<file path="src/rtl/bcd_diff_display.sv">
// Collects a digit-serial BCD difference (LSD first) and scans the committed result onto an active-low 7-seg display.
// Optional macro BCD_DISP_LZB_EN enables leading-zero blanking of digit positions DIGITS-1..1.
module bcd_diff_display #(
  parameter int DIGITS      = 4,
  parameter int REFRESH_DIV = 50000
) (
  input  logic            clk,
  input  logic            rst_n,
  input  logic            in_valid,
  output logic            in_ready,
  input  logic [3:0]      diff,
  input  logic            cout,
  input  logic            in_last,
  output logic [DIGITS:0] an,
  output logic [6:0]      seg,
  output logic            neg,
  output logic            err,
  output logic            ovf
);
  localparam int CW = $clog2(DIGITS + 1);
  localparam int RW = $clog2(REFRESH_DIV);

  typedef enum logic {S_IDLE, S_COLLECT} state_t;
  state_t r_state, w_state_nxt;

  logic [3:0]      r_shadow [DIGITS];
  logic [CW-1:0]   r_count;
  logic            r_sh_err, r_sh_ovf;
  logic [3:0]      r_disp [DIGITS];
  logic            r_neg, r_err, r_ovf, r_ready;
  logic [RW-1:0]   r_ref;
  logic [CW-1:0]   r_idx;
  logic [DIGITS:0] r_an;
  logic [6:0]      r_seg;

  logic            w_acc, w_store, w_commit, w_wrap, w_neg_nxt, w_blank;
  logic [3:0]      w_disp_nxt [DIGITS];
  logic [3:0]      w_pos_val;
  logic [CW-1:0]   w_idx_nxt;
  logic [DIGITS:0] w_an_nxt;
  logic [6:0]      w_seg_nxt;

  function automatic logic [6:0] f_glyph(input logic [3:0] d);
    case (d)
      4'd0:    f_glyph = 7'h40;
      4'd1:    f_glyph = 7'h79;
      4'd2:    f_glyph = 7'h24;
      4'd3:    f_glyph = 7'h30;
      4'd4:    f_glyph = 7'h19;
      4'd5:    f_glyph = 7'h12;
      4'd6:    f_glyph = 7'h02;
      4'd7:    f_glyph = 7'h78;
      4'd8:    f_glyph = 7'h00;
      4'd9:    f_glyph = 7'h10;
      default: f_glyph = 7'h06;
    endcase
  endfunction

  assign w_acc    = in_valid & r_ready;
  assign w_store  = (r_count < CW'(DIGITS));
  assign w_commit = w_acc & in_last;

  always_comb begin
    w_state_nxt = r_state;
    case (r_state)
      S_IDLE:    if (w_acc && !in_last) w_state_nxt = S_COLLECT;
      S_COLLECT: if (w_commit) w_state_nxt = S_IDLE;
      default:   w_state_nxt = S_IDLE;
    endcase
  end

  always_ff @(posedge clk or negedge rst_n) begin
    if (!rst_n) r_state <= S_IDLE;
    else        r_state <= w_state_nxt;
  end

  // Count only advances on a stored beat, so it saturates at DIGITS by itself.
  always_ff @(posedge clk or negedge rst_n) begin
    if (!rst_n) begin
      for (int i = 0; i < DIGITS; i++) r_shadow[i] <= '0;
      r_count  <= '0;
      r_sh_err <= 1'b0;
      r_sh_ovf <= 1'b0;
    end else if (w_commit) begin
      for (int i = 0; i < DIGITS; i++) r_shadow[i] <= '0;
      r_count  <= '0;
      r_sh_err <= 1'b0;
      r_sh_ovf <= 1'b0;
    end else if (w_acc) begin
      if (w_store) begin
        for (int i = 0; i < DIGITS; i++)
          if (r_count == CW'(i)) r_shadow[i] <= diff;
        r_count  <= r_count + 1'b1;
        r_sh_err <= r_sh_err | (diff > 4'd9);
      end else begin
        r_sh_ovf <= 1'b1;
      end
    end
  end

  always_comb begin
    w_neg_nxt = r_neg;
    for (int i = 0; i < DIGITS; i++) w_disp_nxt[i] = r_disp[i];
    if (w_commit) begin
      w_neg_nxt = ~cout;
      for (int i = 0; i < DIGITS; i++)
        w_disp_nxt[i] = (w_store && r_count == CW'(i)) ? diff : r_shadow[i];
    end
  end

  always_ff @(posedge clk or negedge rst_n) begin
    if (!rst_n) begin
      for (int i = 0; i < DIGITS; i++) r_disp[i] <= '0;
      r_neg <= 1'b0;
      r_err <= 1'b0;
      r_ovf <= 1'b0;
    end else begin
      for (int i = 0; i < DIGITS; i++) r_disp[i] <= w_disp_nxt[i];
      r_neg <= w_neg_nxt;
      if (w_commit) begin
        r_err <= r_sh_err | (w_store & (diff > 4'd9));
        r_ovf <= r_sh_ovf | ~w_store;
      end
    end
  end

  // Scan uses next-state data so a commit and a position change land on the same edge.
  assign w_wrap = r_ready && (r_ref == RW'(REFRESH_DIV - 1));

  always_comb begin
    w_idx_nxt = r_idx;
    if (w_wrap) w_idx_nxt = (r_idx == CW'(DIGITS)) ? '0 : r_idx + 1'b1;
  end

  always_comb begin
    logic v_hi_zero;
    v_hi_zero = 1'b1;
    w_pos_val = '0;
    w_blank   = 1'b0;
    for (int i = DIGITS - 1; i >= 0; i--) begin
      v_hi_zero = v_hi_zero & (w_disp_nxt[i] == 4'd0);
      if (w_idx_nxt == CW'(i)) begin
        w_pos_val = w_disp_nxt[i];
`ifdef BCD_DISP_LZB_EN
        w_blank = v_hi_zero && (i != 0);
`else
        w_blank = 1'b0;
`endif
      end
    end
    for (int i = 0; i <= DIGITS; i++) w_an_nxt[i] = (w_idx_nxt != CW'(i));
    if (w_idx_nxt == CW'(DIGITS)) w_seg_nxt = w_neg_nxt ? 7'h3F : 7'h7F;
    else if (w_blank)             w_seg_nxt = 7'h7F;
    else                          w_seg_nxt = f_glyph(w_pos_val);
  end

  always_ff @(posedge clk or negedge rst_n) begin
    if (!rst_n) begin
      r_ready <= 1'b0;
      r_ref   <= '0;
      r_idx   <= '0;
      r_an    <= '1;
      r_seg   <= 7'h7F;
    end else begin
      r_ready <= 1'b1;
      r_ref   <= (!r_ready || w_wrap) ? '0 : r_ref + 1'b1;
      r_idx   <= w_idx_nxt;
      r_an    <= w_an_nxt;
      r_seg   <= w_seg_nxt;
    end
  end

  assign in_ready = r_ready;
  assign an       = r_an;
  assign seg      = r_seg;
  assign neg      = r_neg;
  assign err      = r_err;
  assign ovf      = r_ovf;
endmodule

</file>
<file path="config.mk">
export PLATFORM = sky130hd
export DESIGN_NAME = bcd_diff_display
export DESIGN_NICKNAME = d
export VERILOG_FILES = /design/src/rtl/bcd_diff_display.sv
export SDC_FILE = /design/constraint.sdc
export NUM_CORES = 1
export LEC_CHECK = 0
export CORE_ASPECT_RATIO = 1.75
export CORE_MARGIN = 2
export CORE_UTILIZATION = 38
export DETAILED_ROUTE_END_ITERATION = 8
export GPL_ROUTABILITY_DRIVEN = 0
export MAX_ROUTING_LAYER = met4
export RECOVER_POWER = 25
export SLEW_MARGIN = 20
export SYNTH_ARGS = -nofsm -noshare
export SYNTH_HDL_FRONTEND = slang
export SYNTH_SLANG_ARGS = --single-unit
</file>
<file path="constraint.sdc">
create_clock -name clk -period 3.15 [get_ports clk]
set_input_delay 0.4725 -clock clk [delete_from_list [all_inputs] [get_ports clk]]
set_output_delay 0.4725 -clock clk [all_outputs]
set_load 0.01 [all_outputs]
</file>
* Yosys cells after proc, flatten, opt, wreduce, memory -nomap -nowiden
Memory sizes are Yosys's and may differ from the RTL's. Cells that the tools add are included.
Storage, ports and cells: register bits after elaboration 72, bits in read-only memories 112, input bits 9, output and inout bits 16, word-level logic and storage cells 100, memories kept 1
Memory list:
- (name not given) | depth 16, width 7, read ports 1, clocked after Yosys merged registers in 0, write ports 0, line 44 | case (d)
Cells by class: add/subtract/negate cells 3, magnitude comparators 2, equal/unequal tests 14, muxes and demuxes 31, bitwise gates (word level) 8, reductions and logical operators 22
Operators with widths (number):
- 16-bit two-way mux | 5
- 4-bit two-way mux | 12
- 16-bit by 1-bit adder with 16-bit output (second input constant) | 1
- 16-bit == test (second input constant) | 1
- 3-bit two-way mux | 5
- 7-bit two-way mux | 2
- 3-bit by 2-bit == test with 1-bit output (second input constant) | 4
- 3-bit AND reduction | 4
- 2-bit nonzero test | 6
- 1-bit two-way mux | 7
- 3-bit by 1-bit adder with 3-bit output (second input constant) | 2
- 3-bit by 1-bit == test with 1-bit output (second input constant) | 2
- 3-bit == test (second input constant) | 2
- 3-bit zero test | 2
- 3-bit by 2-bit != test with 1-bit output (second input constant) | 2
- 1-bit logical AND | 5
- 4-bit > comparator (second input constant) | 1
- 2-bit AND reduction | 2
- 1-bit bitwise AND | 3
- 3-bit less-than comparator (second input constant) | 1
- 3-bit by 1-bit != test with 1-bit output (second input constant) | 1
- 3-bit != test (second input constant) | 1
- 1-bit bitwise OR | 3
- 3-bit nonzero test | 1
- 4 further kinds | 5

* Longest topological paths before layout
An unclocked memory read counts as a cell.
word-level depth 10, mapped depth 13, gate-level depth less buffers 12

* Worst setup path after synthesis
Ideal clock, no wire load.
path kind register -> register, start point reg r_ref[4], end point reg r_seg[2] (netlist: seg[2]), setup time 0.083 ns, data arrival time 2.972 ns, required time 3.067 ns, slack 0.095 ns, cell stages (with the launch flop) 11, buffers on the path 0, clock period less this slack 3.055 ns, cell sequence dfrtp_1 -> or4b_4 -> nor4_4 -> mux2i_1 -> o21ai_0 -> a221oi_2 -> inv_1 -> ha_1 -> inv_1 -> nor2_1 -> o32a_1
On the way: word-level cells in the longest chain between the ends 10, elaborated cells between the ends (all ways) 14, those cells by class eq/ne: 5; mux: 6; reduce/logical: 2; memory: 1
Ends and longest elaborated chain:
- start, declared | line 31 | logic [RW-1:0] r_ref;
- start signal, assigned | line 166 | r_ref <= (!r_ready || w_wrap) ? '0 : r_ref + 1'b1;
- 16-bit == test * | line 128 | assign w_wrap = r_ready && (r_ref == RW'(REFRESH_DIV - 1));
- 1-bit logical AND * | line 128
- 3-bit two-way mux * | line 132 | if (w_wrap) w_idx_nxt = (r_idx == CW'(DIGITS)) ? '0 : r_idx + 1'b1;
- 3-bit by 2-bit == test with 1-bit output | line 142 | if (w_idx_nxt == CW'(i)) begin
- 4-bit two-way mux (4 in series) | line 142
- memory 16 x 7 bit
- 7-bit two-way mux * | line 152 | if (w_idx_nxt == CW'(DIGITS)) w_seg_nxt = w_neg_nxt ? 7'h3F : 7'h7F;
- named net w_seg_nxt[2] | line 41 | logic [6:0] w_seg_nxt;
- end signal, assigned | line 169 | r_seg <= w_seg_nxt;
- end, declared | line 34 | logic [6:0] r_seg;
Mark *: on every way through the listed nets, which the timed path passes. The rest lies on a longest branch. A chain may end at the register's enable or synchronous reset.

* Worst setup path in the final report
start point reg r_ref[12], end point reg r_seg[5] (netlist: seg[5])
Same word-level chain as after synthesis.

==> flow_summary_export.csv <==
group,metric,value,unit
power_and_ir_drop,p_per_area,681.7,nW/um^2
logic_synthesis,synth-xor-area-share,3.377,%
clock_network,numCtsBuffers,9,
detailed_routing,vias,2641,
clock_network,cts_hold_buffers,0,
placement,hpwl,5830,um
logic_synthesis,syn_avg_cell_area,10.26,um^2
logic_synthesis,postSynthCellCount,354,
power_and_ir_drop,p_sw_share,27.64,%
logic_synthesis,syn_area,3631,um^2
floorplan,start_util,38.83,%
clock_network,cts_tree,"built",
logic_synthesis,async_flop_share,100.0,%
detailed_routing,wl,7811,um
sta,finClkSkew,0.007567,ns
floorplan,dieArea,10380,um^2
logic_synthesis,muxShareOfSynthArea,8.305,%
power_and_ir_drop,p_clk_share,36.3,%
logic_synthesis,ys_ff_latch,72,
critical_path,crit_chain,"or4b_4 > nor4_4 > buf_6 > mux2_1 > o21ai_0 > a221oi_2 > buf_4 > ha_4 > a211o_1 > o21ai_1 > a21oi_1",
floorplan,die_x,77.89,um
sta,slew_violations,0,
power_and_ir_drop,peakVddDrop,284.2,uV
sta,max-slew-margin-rel,1.907,%
floorplan,rows,47,
grt,grt_pass1_vias,2623,
sta,period_share,95.67,%
sta,fmax,331.8,MHz
clock_network,htree_num_levels,3,
critical_path,cp.arrival,3.27,ns
placement,place_inst,503,
sta,finalWorstSetupSlack,0.1363,ns
sta,worst_pin_slew,1.471,ns
power_and_ir_drop,power,3154,uW
floorplan,ios,25,
critical_path,endpoint_kind,"flop",
power_and_ir_drop,p_int,2282,uW
clock_network,worst_skew_pair.late_latency,0.33,ns
sta,setup_viol,0,
grt,grt.total_usage,16.44,%
logic_synthesis,synth_cell_types,54,
placement,pre_cts_ws,0.06002,ns
clock_network,cts_buffer_depth,2,
logic_synthesis,synth_top_family_by_area,"simple AND/OR/NAND/NOR gates",
sta,setup_tns,0,ns
detailed_routing,ant_nets,0,
logic_synthesis,ys.flop_type,"dfrtp_1",
critical_path,crit_required,3.40,ns
worst_hold_path,hp-start,"r_ref[0]",
detailed_routing,viasPerCell,5.030,
logic_synthesis,synthAdderAreaFrac,4.824,%
critical_path,cp_num_buf_inv,2,
critical_path,crit_family,"simple AND/OR/NAND/NOR gates",
critical_path,worstReg2RegStart,"r_ref[12]",
finish,drive_gt1_share,20.35,%
flow_run,max_cap_violations,0,
critical_path,cp-startpoint,"r_ref[12]",
finish,final_util,49.48,%
logic_synthesis,ys_seq_area_share,50.03,%
finish,diodes,0,
grt,grt-ovfl-total,0,
clock_network,clkSlewWorstSetupHoldPaths,0.06,ns
detailed_routing,wl_per_cell,14.88,um
sta,finalHoldViolations,0,
detailed_routing,first_iter_violations,149,
critical_path,max_stage_delay,0.57,ns
finish,finalNonFillerCells,525,
worst_hold_path,worstHoldPathType,"reg -> reg",
sta,rsz0062_at_grt,"true",
logic_synthesis,synth_edf_count,0,
finish,area_delta_synth_final,27.43,%
floorplan,core_area,9350,um^2
power_and_ir_drop,p_leak,0.002135,uW
critical_path,path_max_fanout,6,
power_and_ir_drop,p_seq_share,37.8,%
critical_path,crit_slowest_cell,"or4b_4",
power_and_ir_drop,combPwrFrac,25.9,%
logic_synthesis,yosysWarnings,0,
logic_synthesis,synth_compound_area_share,13.92,%
detailed_routing,first_pass_iters,4,
logic_synthesis,syn_nets,377,
floorplan,die_h,133.3,um
grt,antenna_found_initial,0,
placement,io_buffers,24,
finish,fin_nets,421,
critical_path,start_kind,"flop",
status,status,"finished clean",
detailed_routing,drc_errors,0,
grt,grt_start_max_net_pins,47,
critical_path,worstSetupPathType,"reg -> reg",
power_and_ir_drop,p_sw,871.8,uW
sta,period_needed,3.014,ns
clock_network,ctsRootBufferMaster,"clkbuf_16",
grt,grt_pass1_wl,12800,um
logic_synthesis,synth-simple-area-share,15.40,%
clock_network,numClockSinks,72,
[layer usage]
layer	up-vias	track usage [%]	wire, um
met5	-	-	0
met4	0	7.505	234
met3	18	3.320	219
met2	41	30.12	4454
met1	1280	16.41	2903
li1	1302	-	-
[final cells by class]
cell class / instances / area, um^2
Clock buffer: 14 / 284.0
Clock inverter: 2 / 60.06
Fill cell: 820 / 4723
Inverter: 23 / 86.33
Multi-Input combinational cell: 245 / 1809
Sequential cell: 72 / 1817
Tap cell: 122 / 152.6
Timing Repair Buffer: 47 / 417.9
[flip-flops by register name, summed over array words and instances, names as in the netlist]
name      flops
an            5
in_ready      1
r_count       3
r_shadow     16
r_sh_ovf      1
r_idx         3
ovf           1
err           1
r_sh_err      1
r_ref        16
r_disp       16
seg           7
neg           1
[metrics by stage]
| stage | hold slack, ns | cell area [um^2] |
|---|---|---|
| 3_3_place_gp | 0.4376 | 4119 |
| 2_1_floorplan | 0.1769 | 3631 |
| 5_1_grt | 0.4777 | 4627 |
| 4_1_cts | 0.1874 | 4463 |
| 6_report | 0.4578 | 4627 |
| 3_5_place_dp | 0.4511 | 4119 |
[power groups by stage]
stage	combinational [uW]	clock (uW)	sequential (uW)
floorplan	429	0	1220
finish	817	1150	1190
global placement	709	0	1200
CTS	726	1170	1190
global route	905	1210	1210
detailed placement	722	0	1210
[worst reg2reg max path, cell delays in order, from the launching register on]
cell and delay (ns):
dfrtp_1 0.37, or4b_4 0.57, nor4_4 0.35, buf_6 0.20, mux2_1 0.36, o21ai_0 0.14
a221oi_2 0.13, buf_4 0.18, ha_4 0.15, a211o_1 0.29, o21ai_1 0.09, a21oi_1 0.09
[synth_stat cells, types with 2 or more instances]
library cell / number / area [um^2]
a211o_1: 2 / 17.52
a211oi_1: 2 / 15.01
a21oi_1: 9 / 45.04
a221oi_2: 2 / 30.03
a22o_1: 2 / 17.52
a22oi_1: 4 / 30.03
and2_1: 3 / 18.77
and3_1: 9 / 56.30
buf_1: 2 / 7.510
clkbuf_1: 11 / 41.29
dfrtp_1: 60 / 1501
dfstp_2: 12 / 315.3
ha_1: 14 / 175.2
inv_1: 20 / 75.07
inv_2: 3 / 11.26
mux2i_1: 25 / 250.2
nand2_1: 41 / 153.9
nand2b_1: 6 / 37.54
nand3_1: 8 / 40.04
nor2_1: 30 / 112.6
nor2b_1: 2 / 12.51
nor3_1: 4 / 20.02
o211a_1: 2 / 20.02
o21ai_0: 33 / 165.2
o21ai_1: 7 / 35.03
xnor2_1: 6 / 52.55
xor2_1: 8 / 70.07
[worst paths after layout]
kind	end	slack, ns	cells past startpoint
max	seg[5]	0.14	11
min	r_ref[0]	0.46	1
max reg2reg	seg[5]	0.14	11
min reg2reg	r_ref[0]	0.46	1
max in group asynchronous	r_shadow[12]	0.87	2
min in group asynchronous	r_disp[7]	0.48	1
[cell families (layout without fill, tap and decap cells)]
family,Yosys count,count (layout)
other,1,1
and+or+nand+nor,113,113
muxes,29,29
xor gates and xnor gates,14,14
buffers and inverters,37,86
AOI/OAI and AO/OA,74,74
DFF,72,72
adders and majority gates,14,14
[layout by cell type, fill, tap and decap left out, types with 6 or more instances in the layout]
| cell type | instances |
|---|---|
| ha_1 | 9 |
| nor2_1 | 30 |
| inv_1 | 19 |
| and3_1 | 9 |
| o21ai_0 | 33 |
| dfrtp_1 | 60 |
| a21oi_1 | 9 |
| nand3_1 | 8 |
| clkdlybuf4s50_1 | 23 |
| o21ai_1 | 7 |
| mux2i_1 | 22 |
| nand2b_1 | 6 |
| xor2_1 | 8 |
| clkbuf_16 | 9 |
| dfstp_2 | 12 |
| buf_4 | 19 |
| xnor2_1 | 6 |
| nand2_1 | 41 |
[what timing repair did]
item,in CTS,in global routing
hold endpoints to repair,0,0
buffers inserted,0,6
endpoints found under the setup margin,0,6
gates resized for setup,0,23
Power figures use the tool's default switching activity.
